**src/rtl/m_mem_access_wreg.sv**
```systemverilog
// M-stage memory access controller and M/W pipeline register.
// Merges sub-word stores into full-word writes, aligns/extends loads,
// flags misaligned accesses and registers the result into the W stage.
module m_mem_access_wreg #(
    parameter int unsigned ERR_W = 8
) (
    input  logic             clk,
    input  logic             rst,
    input  logic             M_stall,
    input  logic             M_flush,
    input  logic             M_valid,
    input  logic [3:0]       M_op,
    input  logic [31:0]      M_addr,
    input  logic [31:0]      M_rt_data,
    input  logic [31:0]      M_alu_res,
    input  logic [31:0]      M_pc,
    input  logic [4:0]       M_wa,
    input  logic             M_reg_we,
    input  logic [31:0]      DM_rdata,
    output logic             DM_we,
    output logic [31:0]      DM_addr,
    output logic [31:0]      DM_wdata,
    output logic             W_valid,
    output logic [31:0]      W_pc,
    output logic [4:0]       W_wa,
    output logic             W_reg_we,
    output logic [31:0]      W_wdata,
    output logic             W_exc,
    output logic [ERR_W-1:0] err_cnt
);

    localparam logic [3:0] OP_LW  = 4'd1;
    localparam logic [3:0] OP_LH  = 4'd2;
    localparam logic [3:0] OP_LHU = 4'd3;
    localparam logic [3:0] OP_LB  = 4'd4;
    localparam logic [3:0] OP_LBU = 4'd5;
    localparam logic [3:0] OP_SW  = 4'd6;
    localparam logic [3:0] OP_SH  = 4'd7;
    localparam logic [3:0] OP_SB  = 4'd8;

    logic        is_store;
    logic        mis;
    logic        st_done;
    logic [7:0]  byte_sel;
    logic [15:0] half_sel;
    logic [31:0] merged;
    logic [31:0] wb_data;

    // Decode store class and alignment fault.
    always_comb begin
        is_store = 1'b0;
        mis      = 1'b0;
        case (M_op)
            OP_LW:                mis = |M_addr[1:0];
            OP_LH, OP_LHU:        mis = M_addr[0];
            OP_SW: begin
                is_store = 1'b1;
                mis      = |M_addr[1:0];
            end
            OP_SH: begin
                is_store = 1'b1;
                mis      = M_addr[0];
            end
            OP_SB:                is_store = 1'b1;
            default: ;
        endcase
    end

    // Read-modify-write merge of the store operand into the current word.
    always_comb begin
        merged = DM_rdata;
        case (M_op)
            OP_SW:   merged = M_rt_data;
            OP_SH:   merged[{M_addr[1], 4'b0000} +: 16] = M_rt_data[15:0];
            OP_SB:   merged[{M_addr[1:0], 3'b000} +: 8] = M_rt_data[7:0];
            default: ;
        endcase
    end

    // Select and extend load data; non-loads forward the ALU result.
    always_comb begin
        byte_sel = DM_rdata[{M_addr[1:0], 3'b000} +: 8];
        half_sel = DM_rdata[{M_addr[1], 4'b0000} +: 16];
        case (M_op)
            OP_LW:   wb_data = DM_rdata;
            OP_LH:   wb_data = {{16{half_sel[15]}}, half_sel};
            OP_LHU:  wb_data = {16'h0000, half_sel};
            OP_LB:   wb_data = {{24{byte_sel[7]}}, byte_sel};
            OP_LBU:  wb_data = {24'h000000, byte_sel};
            default: wb_data = M_alu_res;
        endcase
    end

    assign DM_we    = rst & M_valid & is_store & ~mis & ~M_flush & ~st_done;
    assign DM_addr  = {M_addr[31:2], 2'b00};
    assign DM_wdata = merged;

    // Remember that a stalled store already wrote, so it writes only once.
    always_ff @(posedge clk) begin
        if (!rst) begin
            st_done <= 1'b0;
        end else if (M_flush || !M_stall) begin
            st_done <= 1'b0;
        end else if (DM_we) begin
            st_done <= 1'b1;
        end
    end

    // M/W pipeline register: flush beats stall beats advance.
    always_ff @(posedge clk) begin
        if (!rst || M_flush) begin
            W_valid  <= 1'b0;
            W_pc     <= 32'h0;
            W_wa     <= 5'h0;
            W_reg_we <= 1'b0;
            W_wdata  <= 32'h0;
            W_exc    <= 1'b0;
        end else if (!M_stall) begin
            W_valid  <= M_valid;
            W_pc     <= M_pc;
            W_wa     <= M_wa;
            W_reg_we <= M_valid & M_reg_we & ~mis;
            W_wdata  <= wb_data;
            W_exc    <= M_valid & mis;
        end
    end

    // Saturating count of misaligned accesses that actually advance.
    always_ff @(posedge clk) begin
        if (!rst) begin
            err_cnt <= '0;
        end else if (!M_flush && !M_stall && M_valid && mis && (err_cnt != '1)) begin
            err_cnt <= err_cnt + ERR_W'(1);
        end
    end

endmodule

```
**config.mk**
```make
export PLATFORM = sky130hd
export DESIGN_NAME = m_mem_access_wreg
export DESIGN_NICKNAME = d
export VERILOG_FILES = /design/src/rtl/m_mem_access_wreg.sv
export SDC_FILE = /design/constraint.sdc
export NUM_CORES = 1
export LEC_CHECK = 0
export ABC_AREA = 1
export CORE_AREA = 2 2 124 126
export CTS_CLUSTER_DIAMETER = 200
export DETAILED_ROUTE_END_ITERATION = 8
export DIE_AREA = 0 0 126 128
export GPL_TIMING_DRIVEN = 1
export PLACE_DENSITY = 0.78
export SYNTH_ARGS = -nofsm -noshare
export SYNTH_HDL_FRONTEND = slang
export SYNTH_SLANG_ARGS = --single-unit
```
**constraint.sdc**
```tcl
create_clock -name clk -period 3.2 [get_ports clk]
set_input_delay 0.64 -clock clk [delete_from_list [all_inputs] [get_ports clk]]
set_output_delay 0.64 -clock clk [all_outputs]
set_load 0.03 [all_outputs]
```
; ---- Word-level counts from Yosys, hierarchy flattened
; Cells that the tools add are included.
; Widths: inputs -> output; s select.
[totals]
regBits = 81
inputBits = 175
output_inout_bits = 145
elab_cells = 58
[op_classes]
addsub = 3
eq_ne = 9
n_shift = 6
muxes = 6
bitwise = 12
reduce_logical = 14
[op_table]
columns = cell, n
row1 = $pmux 32 s5, 1
row2 = $pmux 32 s3, 1
row3 = $bwmux 32, 2
row4 = $shift 16x7->32 const A, 1
row5 = $shift 8x7->32 const A, 1
row6 = $shiftx 16x7->32, 1
row7 = $shiftx 32x6->16, 1
row8 = $shiftx 32x6->8, 1
row9 = $shiftx 8x7->32, 1
row10 = $eq 4x3->1 const B, 4
row11 = $neg 5->7, 2
row12 = $add 8x1->8 const B, 1
row13 = $and 1x1->1, 8
row14 = $eq 4x2->1 const B, 2
row15 = $ne 8x8->1 const B, 1
row16 = $reduce_or 2->1, 3
row17 = $reduce_or 3->1, 2
row18 = $eq 4x1->1 const B, 1
row19 = $eq 4x4->1 const B, 1
row20 = $logic_and 1x1->1, 4
row21 = $not 1->1, 4
row22 = $logic_not 1->1, 3
row23 = $logic_or 1x1->1, 2
row24 = $pmux 1 s2, 1
row25 = $mux 1, 1

; ---- Logic depth before layout (Yosys ltp)
[logic_depth]
ltp_word = 7
depth_mapped = 11

; ---- Least setup slack after synthesis
; No wires, ideal clock.
[synth_path]
kind = in2out
from = in M_addr[1]
to = out DM_wdata[23]
arrival_time_ns = 2.749
required_ns = 2.560
setup_slack_ns = -0.189
cell_stages = 8
path_cell_list = buf_2 -> clkinv_1 -> ha_1 -> buf_2 -> inv_2 -> nor2_1 -> a31oi_1 -> o21ai_0
[synth_between]
elab_chain_cells = 4
word_cells_on_any_way = 9
cone_classes = add/sub (2) / shift (4) / mux (3)
[synth_lines]
columns = item, line_no
row1 = "start, declared", 13  ; input logic [31:0] M_addr,
row2 = $neg 5->7 (on tied branches), "74, 75"
row3 = "$shiftx 16x7->32, or another cell as far along", 74  ; OP_SH: merged[{M_addr[1], 4'b0000} +: 16] = M_rt_data[15:0];
row4 = $bwmux 32 (on tied branches), "74, 75"
row5 = $pmux 32 s3 *, 72  ; case (M_op)
row6 = "end, declared", 22  ; output logic [31:0] DM_wdata,
; Every way passes the cells marked *; elsewhere a longest branch is shown, timed or not.

; ---- Worst setup path after layout
[layout_path]
from = in M_op[2]
to = out DM_wdata[26]
[layout_between]
elab_chain_cells = 2
word_cells_on_any_way = 4
cone_classes = eq/ne (3) / mux (1)
[layout_lines]
columns = item, line_no
row1 = "start, declared", 12  ; input logic [3:0] M_op,
row2 = $eq 4x4->1 / $eq 4x3->1 (equally long branches), 72
row3 = $pmux 32 s3 *, 72
; Marks and branches as above.

==> summary.txt <==
Yosys
  • Most area-hungry cell type in the Yosys netlist: dfxtp_1
  • Top-area cell type share of the netlist area: 31.4%
  • Synth Cell Area: 5170 µm²
  • Register bit total from synthesis: 81
  • YS warnings: 0
  • Cell count after synthesis: 771
  • Synth Area in Compound Gates: 25.5%
  • Count leader, synth: nand2_1
  • Unique cell type count in the Yosys netlist: 39
  • Post-Synth XOR/XNOR Area: 0.508%
  • Syn avg cell area: 6.70 µm²
  • Post-Synth Simple-Gate Area: 26.4%
  • Post-synthesis mux area share: 0%
  • Synth Flop Type: dfxtp_1
  • Adder-cell share of the synthesized area: 1.45%
  • Synth area leaders: dfxtp_1 31%, nand2_1 15%, o21ai_0 7.3%
  • Register area share after synthesis: 31.4%
  • Largest family of logic cells by synthesized area: simple AND/OR/NAND/NOR gates
  • EDFF count, synth: 0
  • Fraction of registers with async set/reset: 0%
  • Synth cell count leaders: 209 x nand2_1, 81 x dfxtp_1, 76 x inv_1

Timing
  • Post-route setup slack: 0.0686 ns
  • Period utilization: 97.9%
  • Final max-slew violation count: 0
  • Hold_ws: 0.451 ns
  • Final hold vios: 0
  • Worst-margin pin slew: 0.596 ns
  • Post-layout min period: 3.13 ns
  • Skew final: 0.00378 ns
  • Final setup vio count: 0
  • Max transition margin: 60.2%
  • Max Fclk: 319 MHz

Place
  • IO buf count: 257
  • Placer Congestion: 0.955
  • Dpl cell area: 7900 µm²
  • Setup WS pre-CTS: -0.200 ns
  • DP HPWL: 16.5 mm

Pwr
  • Total power: 0.00306 W
  • Pleak: 3.58 nW
  • Logic gate share of total power: 28.6%
  • PwrDens: 369 nW/µm²
  • Seq pwr share: 34.6%
  • Peak supply drop: 266 µV
  • Psw: 0.000924 W
  • Clk network pwr share: 36.8%
  • Sw Ratio: 30.2%
  • Internal power: 0.00214 W

Critical path
  • Reg2reg setup slack: 1.30 ns
  • R2R depth: 7
  • Endpoint class of the critical path: output pin
  • Startpoint Class: input port
  • CP required: 2.56 ns
  • Worst path cell trace: clkdlybuf4s50_1 -> inv_2 -> nor2_4 -> nand2_1 -> o21ai_4 -> inv_2 -> o211ai_1 -> buf_4
  • CP most frequent cell: inv_2
  • Max Fanout on Critical Path: 10
  • Slowest-stage cell, CP: clkdlybuf4s50_1
  • Arr. time, crit path: 2.49 ns
  • Crit Path Class: in -> out
  • Max stage delay on crit path: 0.54 ns

Floorplanning
  • Die ar.: 16,100 µm²
  • Core footprint: 14,900 µm²
  • Starting density of the core: 34.8%
  • IO Count: 320
  • Die height: 128 µm
  • FP Rows: 45
  • Die width: 126 µm

Outcome
  • Status: completed

Clocking
  • Htree depth: 3
  • Total CTS buffers: 9
  • CTS Root Cell: clkbuf_16
  • Clk Latency, worst-skew pair: 0.34 ns
  • Hold buffers post-CTS: 0
  • Clock tree buffer depth: 2
  • Clock Sinks: 81
  • Clock slew at reported path FFs: 0.06 ns
  • TritonCTS clock tree: yes

GRT
  • First-pass GRT wire length: 32.8 mm
  • GRT overflow: 0
  • Vias in the first global route: 6,069
  • Largest net degree at the start of global routing: 64
  • Total GRT Usage: 25.8%
  • Initial antenna violation count: 0

Cells and area
  • Share of cells above drive strength 1: 11.5%
  • Area grow syn2layout: 60.7%
  • Ant diodes: 0
  • Design area: 8310 µm²
  • Final Util: 55.9%
  • Final Net Count: 1,185

Route
  • DRT Pass-1 Iters: 5
  • Via-per-instance ratio: 5.20
  • Routed vias: 6,223
  • DRT Wirelength: 21.4 mm
  • Final antenna-violating net count: 0
  • Wire per inst: 17.9 µm
  • DRC viols: 0
  • DR iter-0 viols: 523

Job
  • Max-cap violation count: 0

Worst hold path
  • Hold path depth: 2
  • Hold Path Class: reg -> reg
-- layout by cell type, fill, tap and decap left out, types with 14 or more instances in the layout --
| cell | n |
|---|---|
| a22o_1 | 37 |
| buf_4 | 52 |
| inv_1 | 75 |
| a22oi_1 | 16 |
| nand2_1 | 208 |
| clkdlybuf4s50_1 | 221 |
| dfxtp_1 | 81 |
| buf_12 | 15 |
| a21oi_1 | 36 |
| nor2_1 | 25 |
| o21ai_1 | 14 |
| o21ai_0 | 74 |
| nand3_1 | 22 |
| nand4_1 | 31 |
-- power groups by stage --
stage	Clock, W	Combinational (W)	Sequential [W]
final	0.00113	0.000877	0.00106
after global placement	0	0.000859	0.00108
after floorplan	0	0.000393	0.00115
after detailed placement	0	0.000862	0.00108
after global routing	0.00120	0.000935	0.00106
after CTS	0.00114	0.000873	0.00106
-- stage by stage --
| step | std cells | TNS, ns |
|---|---|---|
| CTS | 1196 | 0 |
| floorplan | 772 | 0 |
| global placement | 1180 | -0.191 |
| finish | 1197 | 0 |
| global route | 1197 | -0.00111 |
| detailed placement | 1180 | -0.946 |
-- registers in the layout (all words and copies together), names as in the netlist --
name and cells:
st_done 1, W_reg_we 1, W_wa 5, W_wdata 32, W_pc 32, W_exc 1, err_cnt 8, W_valid 1
-- layer usage --
metal	share of wire [%]	track usage, %	vias to the layer above	routed length (µm)
li1	-	-	3044	-
met1	40	31.6	2808	8680
met2	48	44.8	316	10300
met3	7.8	4.55	55	1670
met4	3.7	10.8	0	800
met5	0	0	-	0
-- critical path, delay by kind of cell --
kind                   cells  cell delay [ns]
and+or+nand+nor            2             0.28
AOI/OAI and AO/OA          2             0.59
buffers and inverters      4             0.98
-- path summary, 6_finish.rpt --
| kind | start | to |
|---|---|---|
| min reg2reg | st_done | st_done |
| min | st_done | st_done |
| max | M_op[2] | DM_wdata[26] |
| max reg2reg | err_cnt[0] | err_cnt[7] |
-- logic make-up (layout without fill, tap and decap cells) --
logic type	count (synthesis)	after routing
buffers and inverters	156	393
AO/OA/AOI/OAI	211	211
flip-flops	81	81
adder cells (fa/ha/maj)	6	6
XOR/XNOR	3	3
AND/OR/NAND/NOR	313	313
other	1	2
-- layout make-up --
class                      instances  area, µm²
tap                              188        235
timing repair buffer             293       2960
sequential                        81       1620
clock buffer                       9        225
fill                            1429       6560
inverter                          84        319
clock inverter                     7        101
multi-input combinational        535       2840
-- timing repair --
item | CTS | global route
resized for setup | 5 | 10
hold endpoints to repair | 0 | 0
pin swaps | 0 | 2
setup buffers | 0 | 1
setup endpoints to repair | 14 | 28
Note: power is estimated with default switching activity, not from simulation.
